`config.mk`:
```
export PLATFORM = sky130hd
export DESIGN_NAME = sha256_msg_schedule
export DESIGN_NICKNAME = d
export VERILOG_FILES = /design/src/rtl/sha256_pkg.sv /design/src/rtl/sha256_small_sigma.sv /design/src/rtl/sha256_msg_schedule.sv
export SDC_FILE = /design/constraint.sdc
export NUM_CORES = 1
export LEC_CHECK = 0
export ABC_CLOCK_PERIOD_IN_PS = 15000
export CORE_MARGIN = 5
export CORE_UTILIZATION = 55
export CTS_CLUSTER_SIZE = 10
export DETAILED_ROUTE_END_ITERATION = 10
export PLACE_DENSITY_LB_ADDON = 0.3
export SKIP_CTS_REPAIR_TIMING = 1
export SYNTH_ARGS = -nofsm -noshare
export SYNTH_HDL_FRONTEND = slang
export SYNTH_SLANG_ARGS = --single-unit
```
`constraint.sdc`:
```
create_clock -name CLK -period 15 [get_ports CLK]
set_input_delay 4.5 -clock CLK [delete_from_list [all_inputs] [get_ports CLK]]
set_output_delay 4.5 -clock CLK [all_outputs]
set_load 0.1 [all_outputs]
```
`src/rtl/sha256_pkg.sv`:
```
// Shared types and constants for the SHA-256 message schedule.
// Word/block geometry, FSM encoding and small-sigma rotate/shift amounts.
package sha256_pkg;
  localparam int WORD_W     = 32;
  localparam int WIN_N      = 16;
  localparam int BLOCK_W    = WIN_N * WORD_W;
  localparam int ROUNDS_DEF = 64;
  localparam int T_W        = 6;

  typedef logic [WORD_W-1:0] word_t;

  typedef enum logic [1:0] {
    IDLE,
    RUN,
    DONE
  } state_t;

  localparam int S0_ROT_A = 7;
  localparam int S0_ROT_B = 18;
  localparam int S0_SHR   = 3;
  localparam int S1_ROT_A = 17;
  localparam int S1_ROT_B = 19;
  localparam int S1_SHR   = 10;

  localparam bit SIGMA0 = 1'b0;
  localparam bit SIGMA1 = 1'b1;

  function automatic word_t rotr(input word_t x, input int n);
    return (x >> n) | (x << (WORD_W - n));
  endfunction
endpackage

```
`src/rtl/sha256_small_sigma.sv`:
```
// Combinational SHA-256 small sigma; SEL=0 gives s0, SEL=1 gives s1.
module sha256_small_sigma
  import sha256_pkg::*;
#(
  parameter bit SEL = SIGMA0
) (
  input  word_t i_x,
  output word_t o_y
);
  localparam int ROT_A = SEL ? S1_ROT_A : S0_ROT_A;
  localparam int ROT_B = SEL ? S1_ROT_B : S0_ROT_B;
  localparam int SHR_N = SEL ? S1_SHR   : S0_SHR;

  assign o_y = rotr(i_x, ROT_A) ^ rotr(i_x, ROT_B) ^ (i_x >> SHR_N);
endmodule

```
`src/rtl/sha256_msg_schedule.sv`:
```
// SHA-256 message schedule: 16-word sliding window emits W0..W(ROUNDS-1), one per unstalled cycle.
// stall_i freezes window, counter and outputs; done_o pulses once after the last word is consumed.
module sha256_msg_schedule
  import sha256_pkg::*;
#(
  parameter int ROUNDS = ROUNDS_DEF
) (
  input  logic               CLK,
  input  logic               RST,
  input  logic               start,
  input  logic [BLOCK_W-1:0] block_i,
  input  logic               stall_i,
  output logic [WORD_W-1:0]  w_o,
  output logic [T_W-1:0]     t_o,
  output logic               w_valid_o,
  output logic               busy_o,
  output logic               done_o
);
  localparam logic [T_W-1:0] T_LAST = T_W'(ROUNDS - 1);

  state_t         r_state;
  word_t          r_win [WIN_N];
  logic [T_W-1:0] r_t;
  logic           r_valid;
  logic           r_busy;
  logic           r_done;

  word_t w_s0;
  word_t w_s1;
  word_t w_new;

  sha256_small_sigma #(.SEL(SIGMA0)) u_sigma0 (.i_x(r_win[1]),  .o_y(w_s0));
  sha256_small_sigma #(.SEL(SIGMA1)) u_sigma1 (.i_x(r_win[14]), .o_y(w_s1));

  assign w_new = w_s1 + r_win[9] + w_s0 + r_win[0];

  always_ff @(posedge CLK) begin
    if (RST) begin
      r_state <= IDLE;
      r_t     <= '0;
      r_valid <= 1'b0;
      r_busy  <= 1'b0;
      r_done  <= 1'b0;
      for (int i = 0; i < WIN_N; i++) r_win[i] <= '0;
    end else begin
      case (r_state)
        IDLE: begin
          if (start) begin
            for (int i = 0; i < WIN_N; i++)
              r_win[i] <= block_i[BLOCK_W-1-WORD_W*i -: WORD_W];
            r_t     <= '0;
            r_valid <= 1'b1;
            r_busy  <= 1'b1;
            r_state <= RUN;
          end
        end
        RUN: begin
          if (!stall_i) begin
            // The last word leaves the window untouched so w_o keeps showing it.
            if (r_t == T_LAST) begin
              r_valid <= 1'b0;
              r_done  <= 1'b1;
              r_state <= DONE;
            end else begin
              for (int i = 0; i < WIN_N - 1; i++) r_win[i] <= r_win[i+1];
              r_win[WIN_N-1] <= w_new;
              r_t            <= r_t + T_W'(1);
            end
          end
        end
        DONE: begin
          r_done  <= 1'b0;
          r_busy  <= 1'b0;
          r_state <= IDLE;
        end
        default: r_state <= IDLE;
      endcase
    end
  end

  assign w_o       = r_win[0];
  assign t_o       = r_t;
  assign w_valid_o = r_valid;
  assign busy_o    = r_busy;
  assign done_o    = r_done;
endmodule

```
==> results of run 1 <==
worst max path at each step:
stage | startpoint | to | slack (ns)
after floorplan | RST | r_win[0][100] | 4.84
after global placement | RST | r_win[0][489] | 6.69
after detailed placement | RST | r_win[0][489] | 6.61
after CTS | RST | r_win[0][489] | 7.25
after global routing | RST | r_win[0][489] | 6.88
final | RST | r_win[0][489] | 7.12
per-layer routing:
layer	wire (um)	part of all wire [%]	vias up	track usage, %
li1	-	-	8844	-
met1	34410	37	9592	44.26
met2	44440	48	1147	55.41
met3	9017	9.8	191	8.137
met4	3830	4.2	14	11.92
met5	98	0.11	-	0
cells in the mapped netlist (all sizes together), types with 3 or more instances:
library cell / count
nor3: 13
o31ai: 5
or3: 4
o21ai: 223
xor2: 72
nor2b: 4
edfxtp: 512
fa: 62
a22o: 298
inv: 129
nand2: 241
nand4: 4
xnor2: 69
and3: 14
o21a: 6
nor2: 184
a21oi: 46
o21bai: 5
dfxtp: 11
a31oi: 3
clkbuf: 90
mux2i: 5
buf: 85
o211ai: 5
nand2b: 8
a211oi: 3
ha: 32
nand3: 10
a22oi: 3
a211o: 3
and2: 3
o211a: 3
a21o: 20
stage by stage:
step	hold slack, ns	power [mW]	area (um^2)	util [%]
after detailed placement	0.4702	3.902	32060	67.29
after global placement	0.4590	3.902	32060	67.29
after floorplan	0.5132	3.190	26390	-
after global routing	0.5110	5.434	33700	70.72
after CTS	0.4842	5.177	33680	70.69
final	0.4812	5.218	33720	70.77
layout make-up:
type / instances / share of cell area [%]
clock buffers: 74 / 4.546
diodes: 14 / 0.1039
multi-input cells: 1365 / 28.21
well taps: 615 / 2.282
clock inverters: 6 / 0.2598
repair buffers: 569 / 16.91
inverters: 129 / 1.436
flip-flops and latches: 523 / 46.25
registers in the layout (all words and copies together) (netlist names):
name,flops
done_o,1
r_win,512
r_state,2
t_o,6
w_valid_o,1
busy_o,1
cells in the final DEF, fill, tap and decap left out, drive strengths merged, types with 4 or more instances in the layout:
cell,synthesis,layout
clkdlybuf4s50,0,556
edfxtp,512,512
a22o,298,298
nand2,241,241
o21ai,223,223
nor2,184,184
inv,129,129
clkbuf,90,74
xor2,72,72
xnor2,69,69
fa,62,62
a21oi,46,46
ha,32,32
a21o,20,20
diode,0,14
and3,14,14
nor3,13,13
buf,85,13
dfxtp,11,11
nand3,10,10
nand2b,8,8
o21a,6,6
o211ai,5,5
mux2i,5,5
o21bai,5,5
o31ai,5,5
clkinv,0,5
or3,4,4
nand4,4,4
nor2b,4,4
where the power goes:
part / internal [mW] / total, mW / switching (mW)
Sequential: 1.80 / 1.92 / 0.118
Combinational: 0.752 / 2.03 / 1.28
Clock: 0.723 / 1.28 / 0.553
cells by family (layout without fill, tap and decap cells):
group,Yosys count,after routing,share of synthesized area [%]
compound gates,635,635,17.18
flops,523,523,59.09
simple gates,490,490,7.586
buf+inv,304,778,5.049
xor+xnor,141,141,4.679
fa+ha+maj,94,94,6.220
mux,5,5,0.1897
other cells,0,14,0
worst max-delay path, delay by kind of cell:
family          cells  cell delay [ns]
simple gates        3             0.99
buf+inv             3             2.48
compound gates      1             0.23
==> results.toml, run 1 <==
[global_route]
grt_max_degree = 264
grt_overflow = 0
antenna_found_initial = 20
grt_pass1_vias = 19390
grt_usage_pct = 33.69
grt_pass1_wl_um = 129700

[logic_synthesis]
ys_types = 64
ys_seq_area_share_pct = 59.09
synth-seq-cells = 523
synth_top_area_share_pct = 58.26
syn_avg_cell_area_um2 = 12.04
syn-num-nets = 2802
synth_area_leaders = "edfxtp_1 (58%), a22o_1 (9.9%), fa_1 (4.7%)"
yosysTopAreaCell = "edfxtp_1"
syn_area_um2 = 26390
synth_flop_cell = "edfxtp_1"
synth_edf_count = 512
ys_warn_count = 0
async_flop_share_pct = 0
syn-instance-count = 2192

[clocking]
clock-sinks = 523
cts_tree = "yes"
htree_levels = 2
root_buffer = "clkbuf_16"
worst_skew_pair.late_latency_ns = 0.62
clk_pin_slew_ns = 0.06
cts_buffer_depth = 3
cts_buffers = 59

[cells_and_area]
drive_gt1_share_pct = 3.676
area_delta_synth_final_pct = 27.76
num-fill-cells = 3334
final_cells = 3295
nets = 3257
seqCellArea_um2 = 15600
multi_input_area_um2 = 9513

[timing]
max_slew_margin_pct = 25.06
final.setup.tns_ns = 0
rsz0062_at_grt = "false"
slew_violations = 0
hold_viol = 0
setup_ws_ns = 7.116
worst_pin_slew_ns = 1.124
finalSetupViolCount = 0
post-route-min-period_ns = 7.884
fin_skew_ns = 0.03309
fmax_mhz = 126.8
post-route-period-util_pct = 52.56

[min_path]
hold_end = "done_o"
hold_class = "register to register"
min_from = "done_o"
holdPathStages = 2

[setup_path]
worstReg2RegStart = "r_win[0][55]"
crit_chain = "clkdlybuf4s50_1 -> nor2_1 -> and2_4 -> buf_4 -> buf_4 -> a32oi_1 -> nand2_1"
required_ns = 15.48
path_max_fanout = 102
crit_path_end_kind = "register"
startpoint_type = "input pin"
critPathMaxStageDelay_ns = 0.95
reg2regPathDepth = 13
slowest_stage = "buf_4"
r2r-end = "r_win[0][488]"
crit_type = "input pin to register"
critPathArrivalTime_ns = 8.36
path_common_cell = "buf_4"
reg2reg_slack_ns = 10.29

[die]
start_util_pct = 55.39
rows = 80
io_pins = 557
die_area_um2 = 52460
fp.dieH_um = 229.1
core-area_um2 = 47650
die_w_um = 229.1

[route]
detailroute.via_count = 19790
drtIter0Drc = 2527
avgViaCountPerCell = 6.005
drtPass1Iterations = 6
wl_per_cell_um = 27.86
antenna_left = 0
drcViolationCount = 0
finalWirelength_um = 91790

[placed_design]
dp_slack_ns = 6.612
dp_hpwl_um = 68790
place.gp.congestion = 1.003
io_buffers = 556
place_inst = 3201

[job]
drv_cap = 0

[power_and_ir_drop]
p_leak_nw = 13.18
ir_drop_uv = 100.4
power_density_nw_per_um2 = 154.8

[run_status]
status = "completed"
Power figures use the tool's default switching activity.
==> inputs of run 2 (changes only) <==
ABC_CLOCK_PERIOD_IN_PS = 6400   (was 15000)
CORE_UTILIZATION = 47   (was 55)
clock period = 6.4 ns   (was 15 ns; I/O delays follow)
==> run 2 against run 1 <==
  * Clock skew down 0.0068 ns
  * Global-route usage down 3.8 points
  * Die area up 16%
  * Power up 140%
  * First-iteration DRC count down 18%
  * Hold slack better by 0.0026 ns
==> results.toml, run 2 (synthesis gave the netlist of run 1 again) <==
[cells_and_area]
largest_reg_flops = 512
layout_common_cells = "clkdlybuf4s50_1 (556), edfxtp_1 (512), a22o_1 (298)"
regMostFlops = "r_win"
nets = 3276
layout_commonest_cell = "clkdlybuf4s50_1"
drive_gt1_share_pct = 4.478
area_delta_synth_final_pct = 29.47
post-route-util_pct = 61.66

[setup_path]
startpoint_type = "register"
r2r-end = "r_win[0][508]"
reg2reg_slack_ns = 1.82
path_max_fanout = 5
crit_path_end_kind = "register"
worstReg2RegStart = "r_win[0][55]"
path_common_cell = "fa_1"
critPathArrivalTime_ns = 4.92
crit_chain = "xor2_1 -> xnor2_1 -> fa_1 -> fa_1 -> inv_1 -> ha_1 -> a21o_1 -> a31o_1 -> o211a_1 -> o21ai_1 -> nand2_1 -> o311ai_1"
reg2regPathDepth = 12
critPathMaxStageDelay_ns = 0.53
required_ns = 6.75
crit_type = "register to register"
slowest_stage = "o311ai_1"

[power_and_ir_drop]
ir_drop_uv = 252.2
p_int_mw = 7.764
p_leak_nw = 13.34
power_density_nw_per_um2 = 360.6
p_total_mw = 12.32
p_sw_mw = 4.556
swShare_pct = 36.98
pwr-share-clk_pct = 25.0
seqPwrFrac_pct = 36.4
share_comb_of_total_power_pct = 38.6

[die]
core-area_um2 = 55420
fp.dieH_um = 247.0
start_util_pct = 47.62
die_w_um = 247.0
io_pins = 557
die_area_um2 = 60990
rows = 86

[route]
detailroute.via_count = 19970
antenna_left = 0
drcViolationCount = 0
drtPass1Iterations = 6
wl_per_cell_um = 27.81
finalWirelength_um = 95470
drtIter0Drc = 2061
avgViaCountPerCell = 5.818

[timing]
max_slew_margin_pct = 22.45
worst_pin_slew_ns = 1.160
final.setup.tns_ns = 0
fmax_mhz = 218.6
rsz0062_at_grt = "false"
post-route-period-util_pct = 71.49
hold_viol = 0
post-route-min-period_ns = 4.575
finalSetupViolCount = 0
fin_skew_ns = 0.02625
slew_violations = 0

[min_path]
min_from = "done_o"
hold_class = "register to register"
hold_end = "done_o"
holdPathStages = 2

[job]
drv_cap = 0

[global_route]
grt_usage_pct = 29.89
grt_max_degree = 143
grt_pass1_vias = 19840
antenna_found_initial = 14
grt_pass1_wl_um = 132500
grt_overflow = 0

[clocking]
root_buffer = "clkbuf_16"
cts_buffer_depth = 3
htree_levels = 2
clock-sinks = 523
clk_pin_slew_ns = 0.06
cts_tree = "yes"
cts_buffers = 60
worst_skew_pair.late_latency_ns = 0.62

[placed_design]
place.gp.congestion = 0.9504
io_buffers = 556
dp_hpwl_um = 73470

[run_status]
status = "completed"
-- run 2: cell types whose count changed in the layout (fill, tap and decap cells not counted), sizes merged --
cell | previous run | this run
buf | 13 | 31
inv | 129 | 130
clkbuf | 74 | 68
diode | 14 | 5
bufinv | 1 | 2
-- run 2: area by class of cell --
type                            instances  area (um^2)
Inverter                              129        484.2
Clock inverter                          8        101.3
Clock buffer                           68         1553
Multi-Input combinational cell       1365         9513
Antenna cell                            5        12.51
Sequential cell                       523        15600
Fill cell                            4341        21250
Timing Repair Buffer                  587         5973
Tap cell                              748        935.9
-- run 2: how the worst max path moves through the flow --
stage                             from       endpoint  slack, ns  depth (start not counted)
final                     r_win[0][55]  r_win[0][508]       1.82                         12
after global routing      r_win[0][62]  r_win[0][502]       1.70                         13
after CTS                 r_win[0][55]  r_win[0][508]       1.95                         12
after detailed placement           RST   r_win[0][41]       1.71                          6
after global placement             RST   r_win[0][41]       1.67                          6
after floorplan                    RST  r_win[0][100]       0.79                          3
-- run 2: metrics by stage --
step	instances	area (um^2)	hold slack, ns	setup slack, ns
after CTS	3428	34160	0.4857	1.948
after floorplan	2192	26390	0.5132	0.7885
after detailed placement	3352	32500	0.4812	1.709
final	3433	34170	0.4839	1.825
after global routing	3429	34160	0.5195	1.703
after global placement	3352	32500	0.4631	1.670
-- run 2: power groups by stage --
stage / clock [mW] / sequential, mW / combinational (mW)
2_1_floorplan: 0 / 4.42 / 3.04
3_3_place_gp: 0 / 4.53 / 4.58
3_5_place_dp: 0 / 4.54 / 4.59
4_1_cts: 3.10 / 4.48 / 4.64
5_1_grt: 3.24 / 4.50 / 5.09
6_report: 3.07 / 4.48 / 4.76
-- run 2: worst max-delay path, delay by kind of cell, from the launching register on --
family,cells,cell delay (ns)
and+or+nand+nor,1,0.18
adders and majority gates,3,1.34
xor gates and xnor gates,2,0.53
AOI/OAI and AO/OA,5,1.68
buffers and inverters,1,0.05
DFF,1,0.52
-- run 2: routing by layer --
metal | GRT usage, % | part of all wire [%] | vias to the layer above
li1 | - | - | 8862
met1 | 39.17 | 38 | 9688
met4 | 13.16 | 5.1 | 20
met3 | 6.939 | 10 | 217
met5 | 0 | 0.15 | -
met2 | 47.88 | 47 | 1187
==> inputs of run 3 (changes only) <==
ABC_CLOCK_PERIOD_IN_PS = 4700   (was 6400)
CORE_UTILIZATION = 52   (was 47)
clock period = 4.7 ns   (was 6.4 ns; I/O delays follow)
==> run 3 against run 2 <==
  * Hold slack gained 0.013 ns
  * Flip-flop and latch count is the same
  * Fmax grew 1.4%
  * Sequential power grew 35%
  * Final cell count shrank 1.7%
  * Setup slack lost 1.6 ns
  * Routed wire length grew 0.82%
  * Non-clock buffer count grew 18
  * Critical path type unchanged
  * Critical endpoint is now r_win[0][509]
==> results.toml, run 3 (synthesis gave the netlist of run 1 again) <==
[setup_path]
reg2regPathDepth = 13
worstReg2RegStart = "r_win[0][38]"
path_max_fanout = 6
critPathArrivalTime_ns = 4.87
r2r-end = "r_win[0][509]"
crit_path_end_kind = "register"
startpoint_type = "register"
required_ns = 5.05
reg2reg_slack_ns = 0.19
crit_type = "register to register"

[clocking]
worst_skew_pair.late_latency_ns = 0.64
cts_buffer_depth = 3
clock-sinks = 523
htree_levels = 2
clk_pin_slew_ns = 0.06
cts_tree = "yes"
cts_buffers = 59
root_buffer = "clkbuf_16"

[route]
drcViolationCount = 0
detailroute.via_count = 20120
finalWirelength_um = 96250
drtPass1Iterations = 6
drtIter0Drc = 2610
avgViaCountPerCell = 5.962
wl_per_cell_um = 28.53
antenna_left = 0

[cells_and_area]
area_delta_synth_final_pct = 29.65
layout_common_cells = "clkdlybuf4s50_1 (556), edfxtp_1 (512), a22o_1 (298)"
num-fill-cells = 3609
regMostFlops = "r_win"
largest_reg_flops = 512
layout_commonest_cell = "clkdlybuf4s50_1"
post-route-util_pct = 68.20
drive_gt1_share_pct = 5.009
final_cells = 3374
nets = 3293

[min_path]
holdPathStages = 2
hold_end = "done_o"
hold_class = "register to register"
min_from = "done_o"

[timing]
whs_ns = 0.4966
fin_skew_ns = 0.04913
post-route-min-period_ns = 4.514
worst_pin_slew_ns = 1.194
post-route-period-util_pct = 96.05
rsz0062_at_grt = "false"
final.setup.tns_ns = 0
max_slew_margin_pct = 20.17
fmax_mhz = 221.5
hold_viol = 0
slew_violations = 0
finalSetupViolCount = 0

[die]
core-area_um2 = 50170
fp.dieH_um = 235.3
die_area_um2 = 55360
start_util_pct = 52.60
rows = 82
die_w_um = 235.3
io_pins = 557

[power_and_ir_drop]
p_leak_nw = 13.42
swShare_pct = 37.36
seqPwrFrac_pct = 36.4
p_total_mw = 16.62
power_density_nw_per_um2 = 485.9
p_sw_mw = 6.211
pwr-share-clk_pct = 24.3
share_comb_of_total_power_pct = 39.3
ir_drop_uv = 345.0
p_int_mw = 10.41

[global_route]
grt_usage_pct = 33.33
grt_pass1_vias = 20200
grt_pass1_wl_um = 136400
grt_overflow = 0
grt_max_degree = 132
antenna_found_initial = 12

[placed_design]
dp_hpwl_um = 74440
place_inst = 3294
io_buffers = 556
place.gp.congestion = 0.9702

[job]
drv_cap = 0

[run_status]
status = "completed"
-- run 3: cell count changes in the layout (fill, tap and decap cells not counted), moves of 2 or more --
cell and change:
clkbuf_1 +2, buf_12 +6, clkbuf_16 -2, diode_2 +2, buf_4 +12, bufinv_16 -2
clkinv_2 -2, clkinv_1 -2
-- run 3: how the worst max path moves through the flow --
stage / startpoint / to / slack, ns / depth (start not counted)
after global routing: r_win[0][62] / r_win[0][502] / 0.08 / 13
after CTS: r_win[0][38] / r_win[0][509] / 0.27 / 13
after floorplan: RST / r_win[0][0] / 0.26 / 3
final: r_win[0][38] / r_win[0][509] / 0.19 / 13
after detailed placement: r_win[0][38] / r_win[0][509] / 0.31 / 13
after global placement: r_win[0][38] / r_win[0][509] / 0.35 / 13
-- run 3: through the flow --
stage | instance area, um^2 | setup slack (ns)
2_1_floorplan | 26410 | 0.2642
3_3_place_gp | 32620 | 0.3461
3_5_place_dp | 32620 | 0.3077
4_1_cts | 34200 | 0.2707
5_1_grt | 34210 | 0.08303
6_report | 34220 | 0.1859
-- run 3: routing by layer --
layer | vias up | wire length (um) | track usage (%)
met5 | - | 58 | 0
met4 | 8 | 4362 | 12.70
met3 | 193 | 9635 | 8.095
met2 | 1258 | 45460 | 54.04
met1 | 9761 | 36740 | 43.98
li1 | 8897 | - | -
-- run 3: layout make-up --
type                            count  area, um^2  area share, %
Antenna cell                        7       17.52        0.05120
Clock buffer                       68        1510          4.414
Clock inverter                      5       71.32         0.2084
Inverter                          129       484.2          1.415
Multi-Input combinational cell   1365        9513          27.80
Sequential cell                   523       15600          45.58
Tap cell                          672       840.8          2.457
Timing Repair Buffer              605        6183          18.07
-- run 3: power by group through the flow --
stage	clock, mW	combinational [mW]	sequential [mW]
after floorplan	0	4.15	6.00
after global placement	0	6.38	6.11
after detailed placement	0	6.34	6.12
after CTS	4.06	6.39	6.04
after global routing	4.25	6.98	6.07
final	4.04	6.54	6.05
-- run 3: critical path, stage by stage, from the launching register on --
cell and delay, ns:
edfxtp_1 0.51, xor2_1 0.35, xnor2_1 0.19, fa_1 0.46, fa_1 0.49, inv_1 0.05, ha_1 0.32, nor2b_1 0.17
o211a_1 0.24, o31ai_2 0.51, o221ai_2 0.32, a211oi_1 0.35, mux2i_1 0.23, nand2_1 0.07
